[src/rtl/matrix_mem_ctrl_pkg.sv]
// Shared constants for the matrix coprocessor memory stage: op codes, FSM states, matrix geometry.
// The MEM_CLEAR_EN macro decides whether op 5 (CLEAR) is a legal operation.
package mem_ctrl_pkg;

  localparam int DEPTH    = 256;
  localparam int ADDR_W   = $clog2(DEPTH);
  localparam int ELEMS    = 25;
  localparam int ELEM_W   = 8;
  localparam int MATRIX_W = ELEMS * ELEM_W;

  localparam logic [2:0] OP_READ    = 3'd0;
  localparam logic [2:0] OP_WRITE   = 3'd1;
  localparam logic [2:0] OP_LOAD_A  = 3'd2;
  localparam logic [2:0] OP_LOAD_B  = 3'd3;
  localparam logic [2:0] OP_STORE_C = 3'd4;
  localparam logic [2:0] OP_CLEAR   = 3'd5;

  typedef enum logic [2:0] {
    S_IDLE,
    S_RD_WAIT,
    S_BURST_RD,
    S_BURST_WR,
    S_CLEAR,
    S_DONE
  } state_t;

  function automatic logic op_legal(input logic [2:0] op);
`ifdef MEM_CLEAR_EN
    return (op <= OP_CLEAR);
`else
    return (op < OP_CLEAR);
`endif
  endfunction

endpackage

[src/rtl/matrix_mem_ctrl_if.sv]
// Controller-to-memory-stage bus: level start/done handshake, element data and the three matrix buses.
// master = fetch/decode/execute controller side, slave = matrix_mem_ctrl.
interface matrix_mem_ctrl_if;
  import mem_ctrl_pkg::*;

  logic                start;
  logic [2:0]          op;
  logic [ADDR_W-1:0]   addr;
  logic [ELEM_W-1:0]   data_in;
  logic [ELEM_W-1:0]   data_out;
  logic [MATRIX_W-1:0] matrix_a;
  logic [MATRIX_W-1:0] matrix_b;
  logic [MATRIX_W-1:0] matrix_c;
  logic                busy;
  logic                done;
  logic                err;

  modport master (
    output start, op, addr, data_in, matrix_c,
    input  data_out, matrix_a, matrix_b, busy, done, err
  );

  modport slave (
    input  start, op, addr, data_in, matrix_c,
    output data_out, matrix_a, matrix_b, busy, done, err
  );

endinterface

[src/rtl/matrix_mem_ctrl_ram.sv]
// Single-port synchronous data RAM: read-first, one-cycle read latency, write committed on the issuing edge.
// Contents are deliberately not reset.
module mem_ram #(
  parameter  int DEPTH  = 256,
  parameter  int DATA_W = 8,
  localparam int AW     = $clog2(DEPTH)
) (
  input  logic              clk,
  input  logic              we,
  input  logic [AW-1:0]     addr,
  input  logic [DATA_W-1:0] din,
  output logic [DATA_W-1:0] dout
);

  logic [DATA_W-1:0] mem [DEPTH];

  always_ff @(posedge clk) begin
    if (we) mem[addr] <= din;
    dout <= mem[addr];
  end

endmodule

[src/rtl/matrix_mem_ctrl.sv]
// Memory stage of the matrix coprocessor: single READ/WRITE, 25-element LOAD_A/LOAD_B/STORE_C bursts.
// Define MEM_CLEAR_EN to build the whole-RAM CLEAR op; otherwise op 5 is reported as illegal.
module matrix_mem_ctrl
  import mem_ctrl_pkg::*;
(
  input  logic             clk,
  input  logic             rst_n,
  matrix_mem_ctrl_if.slave bus
);

  state_t              state;
  logic [ADDR_W-1:0]   cnt;
  logic [ADDR_W-1:0]   base;
  logic [2:0]          op_r;
  logic [ELEM_W-1:0]   wdata;
  logic [ELEM_W-1:0]   data_out_r;
  logic [MATRIX_W-1:0] mat_a;
  logic [MATRIX_W-1:0] mat_b;
  logic                busy_r;
  logic                done_r;
  logic                err_r;

  logic                ram_we;
  logic [ADDR_W-1:0]   ram_addr;
  logic [ELEM_W-1:0]   ram_din;
  logic [ELEM_W-1:0]   ram_dout;

  logic [4:0]          k_wr;
  logic [4:0]          k_rd;
  logic [ADDR_W-1:0]   wr_last;

  // Reads return one edge late, so the element being captured trails the issue counter by one.
  assign k_wr    = cnt[4:0];
  assign k_rd    = cnt[4:0] - 5'd1;
  assign wr_last = (op_r == OP_WRITE) ? '0 : ADDR_W'(ELEMS - 1);

  mem_ram #(
    .DEPTH  (DEPTH),
    .DATA_W (ELEM_W)
  ) u_ram (
    .clk  (clk),
    .we   (ram_we),
    .addr (ram_addr),
    .din  (ram_din),
    .dout (ram_dout)
  );

  always_comb begin
    ram_we   = 1'b0;
    ram_addr = base + cnt;
    ram_din  = wdata;
    case (state)
      S_BURST_WR: begin
        ram_we = 1'b1;
        if (op_r == OP_STORE_C) ram_din = bus.matrix_c[ELEM_W*int'(k_wr) +: ELEM_W];
      end
`ifdef MEM_CLEAR_EN
      S_CLEAR: begin
        ram_we   = 1'b1;
        ram_addr = cnt;
        ram_din  = '0;
      end
`endif
      default: ;
    endcase
  end

  always_ff @(posedge clk or negedge rst_n) begin
    if (!rst_n) begin
      state      <= S_IDLE;
      cnt        <= '0;
      base       <= '0;
      op_r       <= OP_READ;
      wdata      <= '0;
      data_out_r <= '0;
      mat_a      <= '0;
      mat_b      <= '0;
      busy_r     <= 1'b0;
      done_r     <= 1'b0;
      err_r      <= 1'b0;
    end else begin
      case (state)
        S_IDLE: begin
          if (bus.start) begin
            op_r  <= bus.op;
            base  <= bus.addr;
            wdata <= bus.data_in;
            cnt   <= '0;
            if (!op_legal(bus.op)) begin
              state  <= S_DONE;
              done_r <= 1'b1;
              err_r  <= 1'b1;
            end else begin
              busy_r <= 1'b1;
              case (bus.op)
                OP_READ:              state <= S_RD_WAIT;
                OP_LOAD_A, OP_LOAD_B: state <= S_BURST_RD;
                OP_WRITE, OP_STORE_C: state <= S_BURST_WR;
                default:              state <= S_CLEAR;
              endcase
            end
          end
        end

        S_RD_WAIT: begin
          if (cnt == '0) begin
            cnt <= cnt + 1'b1;
          end else begin
            data_out_r <= ram_dout;
            state      <= S_DONE;
            busy_r     <= 1'b0;
            done_r     <= 1'b1;
          end
        end

        S_BURST_RD: begin
          if (cnt != '0) begin
            if (op_r == OP_LOAD_B) mat_b[ELEM_W*int'(k_rd) +: ELEM_W] <= ram_dout;
            else                   mat_a[ELEM_W*int'(k_rd) +: ELEM_W] <= ram_dout;
          end
          if (cnt == ADDR_W'(ELEMS)) begin
            state  <= S_DONE;
            busy_r <= 1'b0;
            done_r <= 1'b1;
          end else begin
            cnt <= cnt + 1'b1;
          end
        end

        S_BURST_WR: begin
          if (cnt == wr_last) begin
            state  <= S_DONE;
            busy_r <= 1'b0;
            done_r <= 1'b1;
          end else begin
            cnt <= cnt + 1'b1;
          end
        end

`ifdef MEM_CLEAR_EN
        S_CLEAR: begin
          if (cnt == ADDR_W'(DEPTH - 1)) begin
            state  <= S_DONE;
            busy_r <= 1'b0;
            done_r <= 1'b1;
          end else begin
            cnt <= cnt + 1'b1;
          end
        end
`endif

        S_DONE: begin
          if (!bus.start) begin
            state  <= S_IDLE;
            done_r <= 1'b0;
            err_r  <= 1'b0;
          end
        end

        default: state <= S_IDLE;
      endcase
    end
  end

  assign bus.data_out = data_out_r;
  assign bus.matrix_a = mat_a;
  assign bus.matrix_b = mat_b;
  assign bus.busy     = busy_r;
  assign bus.done     = done_r;
  assign bus.err      = err_r;

endmodule
[src/flat_wrapper.sv]
// flat-port wrapper written by rule: the top's interface ports become plain ports
module matrix_mem_ctrl_flat import mem_ctrl_pkg::*;
  (clk, rst_n, bus_start, bus_op, bus_addr, bus_data_in, bus_matrix_c, bus_data_out, bus_matrix_a, bus_matrix_b, bus_busy, bus_done, bus_err);
  matrix_mem_ctrl_if bus_i ();
  input  logic clk;
  input  logic rst_n;
  input wire logic [$bits(bus_i.start)-1:0] bus_start;
  input wire logic [$bits(bus_i.op)-1:0] bus_op;
  input wire logic [$bits(bus_i.addr)-1:0] bus_addr;
  input wire logic [$bits(bus_i.data_in)-1:0] bus_data_in;
  input wire logic [$bits(bus_i.matrix_c)-1:0] bus_matrix_c;
  output wire logic [$bits(bus_i.data_out)-1:0] bus_data_out;
  output wire logic [$bits(bus_i.matrix_a)-1:0] bus_matrix_a;
  output wire logic [$bits(bus_i.matrix_b)-1:0] bus_matrix_b;
  output wire logic [$bits(bus_i.busy)-1:0] bus_busy;
  output wire logic [$bits(bus_i.done)-1:0] bus_done;
  output wire logic [$bits(bus_i.err)-1:0] bus_err;
  assign bus_i.start = bus_start;
  assign bus_i.op = bus_op;
  assign bus_i.addr = bus_addr;
  assign bus_i.data_in = bus_data_in;
  assign bus_i.matrix_c = bus_matrix_c;
  assign bus_data_out = bus_i.data_out;
  assign bus_matrix_a = bus_i.matrix_a;
  assign bus_matrix_b = bus_i.matrix_b;
  assign bus_busy = bus_i.busy;
  assign bus_done = bus_i.done;
  assign bus_err = bus_i.err;
  matrix_mem_ctrl u_core (.clk(clk), .rst_n(rst_n), .bus(bus_i));
endmodule
[config.mk]
export PLATFORM = sky130hd
export DESIGN_NAME = matrix_mem_ctrl_flat
export DESIGN_NICKNAME = d
export VERILOG_FILES = /design/src/rtl/matrix_mem_ctrl_pkg.sv /design/src/rtl/matrix_mem_ctrl_if.sv /design/src/rtl/matrix_mem_ctrl_ram.sv /design/src/rtl/matrix_mem_ctrl.sv /design/src/flat_wrapper.sv
export SDC_FILE = /design/constraint.sdc
export NUM_CORES = 2
export LEC_CHECK = 0
export ABC_CLOCK_PERIOD_IN_PS = 12600
export CORE_MARGIN = 8
export CORE_UTILIZATION = 35
export CTS_CLUSTER_SIZE = 12
export DETAILED_ROUTE_END_ITERATION = 10
export HOLD_SLACK_MARGIN = 0.05
export PLACE_DENSITY_LB_ADDON = 0.1
export REMOVE_ABC_BUFFERS = 1
export SYNTH_ARGS = -nofsm -noshare
export SYNTH_HDL_FRONTEND = slang
export SYNTH_SLANG_ARGS = --single-unit
[constraint.sdc]
create_clock -name clk -period 12.6 [get_ports clk]
set_input_delay 1.26 -clock clk [delete_from_list [all_inputs] [get_ports clk]]
set_output_delay 1.26 -clock clk [all_outputs]
set_load 0.1 [all_outputs]
* Word-level counts from Yosys, hierarchy flattened
Memories as Yosys holds them, arrays and structs flattened. A register that Yosys moved wholly into a read port is not among the register bits. Index checks and enable logic that the tools add are counted.
Operators by class: add/sub/neg operators 4, bitwise gates (word level) 2, $lt $le $gt $ge 1, shift-type cells 3, eq/ne operators 23, mux-type cells 35, reductions and logical operators 18
Operators by type and width (number):
- bitwise mux 200 bit | 2
- variable shift 8 x 33 -> 200 bit (first input constant) | 1
- indexed part select 200 x 9 -> 8 bit | 1
- indexed part select 8 x 33 -> 200 bit | 1
- two-way mux 8 bit | 6
- negator 8 -> 33 bit | 1
- one-hot mux 8 bit (4 select lines) | 1
- two-way mux 3 bit | 6
- equality test 3 x 2 -> 1 bit (second input constant) | 5
- one-hot mux 3 bit (5 select lines) | 1
- two-way mux 1 bit | 14
- != test 2 bit (second input constant) | 6
- AND reduction 5 bit | 2
- equality test 3 x 1 -> 1 bit (second input constant) | 3
- equality test 3 bit (second input constant) | 3
- one-hot mux 3 bit (3 select lines) | 1
- adder 8 x 1 -> 8 bit (second input constant) | 1
- adder 8 bit | 1
- equality test 8 x 5 -> 1 bit (second input constant) | 1
- equality test 8 bit | 1
- logical NOT 8 bit | 1
- != test 2 x 1 -> 1 bit (second input constant) | 4
- nonzero test 8 bit | 1
- AND reduction 7 bit | 1
- other kinds (16) | 21
Word-level totals: register bits 441, output and inout bits 411, logic and storage cells 98, memories kept 1, RAM bits 2048, bits of input ports 222
Memory list:
- u_core.u_ram.mem | depth 256, bits a word 8, read ports 1, clocked after memory_dff 1, write ports 1, RTL line matrix_mem_ctrl_ram.sv:15 | logic [DATA_W-1:0] mem [DEPTH];

* Depth between registers and ports, before layout
depth in word-level cells 6, gate-level depth with buffers 16, mapped depth without buffers 12

* Hierarchy
Synthesis repeated with hierarchy kept, for this count alone.
Second synthesis, totals: cell total of the unflattened synthesis 5115, area total of the unflattened synthesis 98949.9 um^2
Modules (own cells, without submodules):
- mem_ram | seq. area each 61659.1 um^2, area an instance 78492.8 um^2, times used 1, cells each 3547
- matrix_mem_ctrl | seq. area each 11035.6 um^2, area an instance 20457.1 um^2, times used 1, cells each 1568

* Worst setup path before layout
OpenSTA, ideal clock, no wires.
path kind reg-to-reg, start point register u_core.cnt[0], end point memory u_core.u_ram.mem[0][6] (data pin), required time 10412 ps, period minus slack after synthesis 14016 ps, buffers on the path 3, library setup time 2188 ps, slack -1416 ps, stages on the path, launching flop included 9, arrival time 11828 ps, path through dfrtp_1 > buf_2 > buf_4 > buf_2 > mux4_2 > mux2i_1 > o21ai_0 > mux2i_1 > o21ai_0
Between the ends: cells in the longest elaborated chain, start to end 3
RTL lines:
- start: declaration | RTL line matrix_mem_ctrl.sv:12 | logic [ADDR_W-1:0] cnt;
- start signal: assignment | RTL line matrix_mem_ctrl.sv:107 | cnt <= cnt + 1'b1;
- start signal: assignment | RTL line matrix_mem_ctrl.sv:126 | cnt <= cnt + 1'b1;
- start signal: assignment | RTL line matrix_mem_ctrl.sv:136 | cnt <= cnt + 1'b1;
- indexed part select 200 x 9 -> 8 bit | RTL line matrix_mem_ctrl.sv:55 | if (op_r == OP_STORE_C) ram_din = bus.matrix_c[ELEM_W*int'(k_wr) +: ELEM_W];
- two-way mux 8 bit | RTL line matrix_mem_ctrl.sv:55
- two-way mux 8 bit | RTL line matrix_mem_ctrl.sv:52 | case (state)
- via u_core.ram_din[6] | RTL line matrix_mem_ctrl.sv:25 | logic [ELEM_W-1:0] ram_din;
- end: declaration | RTL line matrix_mem_ctrl_ram.sv:15
The timed path passes the listed nets, and every way through them passes these cells.

* Worst setup path after layout
start point register u_core.cnt[0], end point register u_core.u_ram.dout[3] (read register of u_core.u_ram.mem)
Between the ends: cells in the longest elaborated chain, start to end 1
RTL lines:
- adder 8 bit | RTL line matrix_mem_ctrl.sv:50 | ram_addr = base + cnt;
- end: declaration | RTL line matrix_mem_ctrl_ram.sv:12 | output logic [DATA_W-1:0] dout
Every way passes these cells. A chain may end at the register's enable or synchronous reset.

==> impl_metrics.py <==
metrics = {
    "synth": {
        "ys_warn_count": 0,
        "yosysTopAreaCell": "edfxtp_1",
        "synth_cell_types": 76,
        "seq_area_frac_synth": 0.732,
        "synth_top_area_share": 0.619,
        "synthCells": 5171,
        "postSynthAreaPerCell_um2": 19.2,
        "synth-seq-cells": 2497,
        "yosysMostFrequentCell": "edfxtp_1",
        "async_flop_share": 0.177,
        "synthFlopType": "edfxtp_1",
        "yosys-top-cells-area": "edfxtp_1 (62%), mux4_2 (14%), dfrtp_1 (11%)",
        "synthTopCellsByCount": "edfxtp_1 (2048), mux4_2 (632), nand2_1 (459), dfrtp_1 (441), nor2_1 (319)",
        "synth_edf_count": 2048,
        "netlist_area_um2": 99300,
    },
    "floorplan": {
        "rows": 195,
        "dieArea_um2": 301000,
        "boundaryPins": 633,
        "initial_core_util": 0.352,
        "die_y_um": 549,
        "fp.coreArea_um2": 282000,
        "die_width_um": 549,
    },
    "detailed_routing": {
        "antenna_left": 0,
        "viasPerCell": 5.30,
        "post-route-drc-count": 0,
        "drtIter0Drc": 4285,
        "drtPass1Iterations": 5,
        "avgRoutedWirePerCell_um": 31.2,
        "vias": 52321,
        "drt_wl_total_um": 308000,
    },
    "layout": {
        "final-seq-area_um2": 72700,
        "num-fill-cells": 24887,
        "finish.net_count": 6143,
        "final_area_um2": 119000,
        "syn2layout_area_growth_pct": 19.6,
        "multi_input_area_um2": 25400,
        "drive_gt1_frac": 0.248,
    },
    "timing": {
        "layout_setup_ws_ps": 6470,
        "max_slew_margin": 0.134,
        "fin_hold_ws_ps": 434,
        "setup_viol": 0,
        "fin_worst_skew_ps": 51.6,
        "fin_crit_sh": 0.487,
        "slew_violations": 0,
        "hold_viol": 0,
        "layout_min_cycle_time_ps": 6130,
        "worst_slew_pin_slew_ps": 1290,
        "rsz0062_at_grt": "false",
        "max_clock_freq_ghz": 0.163,
        "fin_setup_tns_ps": 0,
    },
    "place": {
        "dpl_cell_area_um2": 110000,
        "dpl.hpwl_um": 201000,
        "io_buffers": 632,
        "dp_slack_ps": 6340,
        "globalplace.congestion": 0.826,
    },
    "clock_network": {
        "post_cts_buffers": 0,
        "cts_tree": "built",
        "cts_buffer_depth": 4,
        "worstSkewPairLatency_ps": 840,
        "cts_max_level": 5,
        "clock-sinks": 2497,
        "clkTransAtPathRegs_ps": 60,
        "ctsHoldBuffers": 0,
        "ctsResizeCount": 0,
        "numCtsBuffers": 287,
        "cts_root_buf": "clkbuf_16",
    },
    "grt": {
        "grt_util_all_layers": 0.200,
        "grt_pass1_vias": 54634,
        "antenna_found_initial": 20,
        "grt_max_degree": 185,
        "overflow": 0,
        "grt_pass1_wl_um": 433000,
    },
    "hold_path": {
        "min_path_type": "input pin to asynchronous set/reset pin",
    },
    "critical_path": {
        "crit_type": "register to register",
        "endpoint_kind": "register",
        "worst-path-max-fanout": 68,
        "cp.arrival_ps": 6790,
        "critPathLaunchType": "register",
        "required_ps": 13260,
    },
    "power": {
        "power_frac_comb": 0.417,
        "p_seq_frac": 0.331,
        "total_power_mw": 31.0,
        "ir_drop_v": 0.000291,
        "p_int_mw": 19.5,
        "p_leak_nw": 40.1,
        "powerDensity_nw_per_um2": 261,
        "power_frac_clock": 0.252,
        "power.switching_mw": 11.5,
        "p_sw_frac": 0.371,
    },
    "status": {
        "run_status": "finished, final reports clean",
    },
    "run": {
        "drv_cap": 0,
    },
}
worst max-delay path: stages (launching register included):
cell	delay, ps
dfrtp_4	590
ha_4	670
buf_12	550
buf_4	770
buf_4	680
mux4_2	600
mux4_2	520
a22o_1	290
nor4_1	1010
nor4_1	110
through the flow:
stage | utilization | std cells
after global routing | 0.421 | 9861
after CTS | 0.421 | 9860
final | 0.421 | 9866
after global placement | 0.390 | 9359
after detailed placement | 0.390 | 9359
after floorplan | - | 4864
registers in the layout, summed over array words and instances, names as in the netlist, 3 cells and up:
name                 count
u_core.bus.data_out      8
u_core.bus.matrix_a    200
u_core.base              8
u_core.wdata             8
u_core.state             3
u_core.bus.matrix_b    200
u_core.u_ram.mem      2048
u_core.u_ram.dout        8
u_core.cnt               8
u_core.op_r              3
path summary, 6_finish.rpt:
kind / start / slack, ps / end / cells past startpoint
worst max-delay path: u_core.cnt[0] / 6470 / u_core.u_ram.dout[3] / 9
worst min-delay path: rst_n / 430 / u_core.bus.matrix_b[188] / 1
worst max register to register: u_core.cnt[0] / 6470 / u_core.u_ram.dout[3] / 9
worst min register to register: u_core.bus.matrix_a[93] / 480 / u_core.bus.matrix_a[93] / 2
max in group asynchronous: rst_n / 9840 / u_core.bus.matrix_b[68] / 3
min in group clk: u_core.bus.matrix_a[93] / 480 / u_core.bus.matrix_a[93] / 2
layer usage:
layer	up-vias	track usage	wire length, um
li1	22104	-	-
met3	407	0.0397	19700
met5	-	0	49
met4	8	0.0518	8480
met2	1703	0.330	147000
met1	28099	0.272	132000
cells in the final DEF, fill, tap and decap left out, types with 72 or more instances in the layout:
cell / synthesis / routed
edfxtp_1: 2048 / 2048
mux4_2: 632 / 632
clkdlybuf4s50_1: 0 / 621
nand2_1: 459 / 459
dfrtp_1: 441 / 439
nor2_1: 319 / 319
clkbuf_16: 0 / 295
mux2_2: 288 / 288
o21ai_0: 142 / 134
buf_4: 44 / 119
nand3_1: 93 / 77
clkbuf_1: 145 / 77
and3_1: 72 / 72
cells by family (layout without fill, tap and decap cells):
| logic type | after synthesis | in the layout | share of synthesized area |
|---|---|---|---|
| adders and majority gates | 16 | 16 | 0.00209 |
| DFF | 2497 | 2497 | 0.732 |
| muxes | 981 | 981 | 0.182 |
| other | 0 | 6 | 0 |
| and+or+nand+nor | 1080 | 1080 | 0.0482 |
| buffers and inverters | 314 | 1260 | 0.0159 |
| AOI/OAI and AO/OA | 261 | 261 | 0.0173 |
| xor gates and xnor gates | 22 | 22 | 0.00254 |
power by group through the flow:
stage / registers, mW / clock network (mW) / logic [mW]
2_1_floorplan: 11.4 / 0 / 8.33
3_3_place_gp: 10.4 / 0 / 13.2
3_5_place_dp: 10.4 / 0 / 13.2
4_1_cts: 10.2 / 8.04 / 13.2
5_1_grt: 10.3 / 8.32 / 13.7
6_report: 10.2 / 7.83 / 12.9
layout make-up:
class / instances / share of cell area
Antenna cell: 6 / 0.000126
Clock buffer: 384 / 0.0660
Clock inverter: 117 / 0.00699
Inverter: 7 / 0.000221
Multi-Input combinational cell: 2360 / 0.214
Sequential cell: 2497 / 0.612
Tap cell: 3743 / 0.0394
Timing Repair Buffer: 752 / 0.0618
Note: power is estimated with default switching activity, not from simulation.
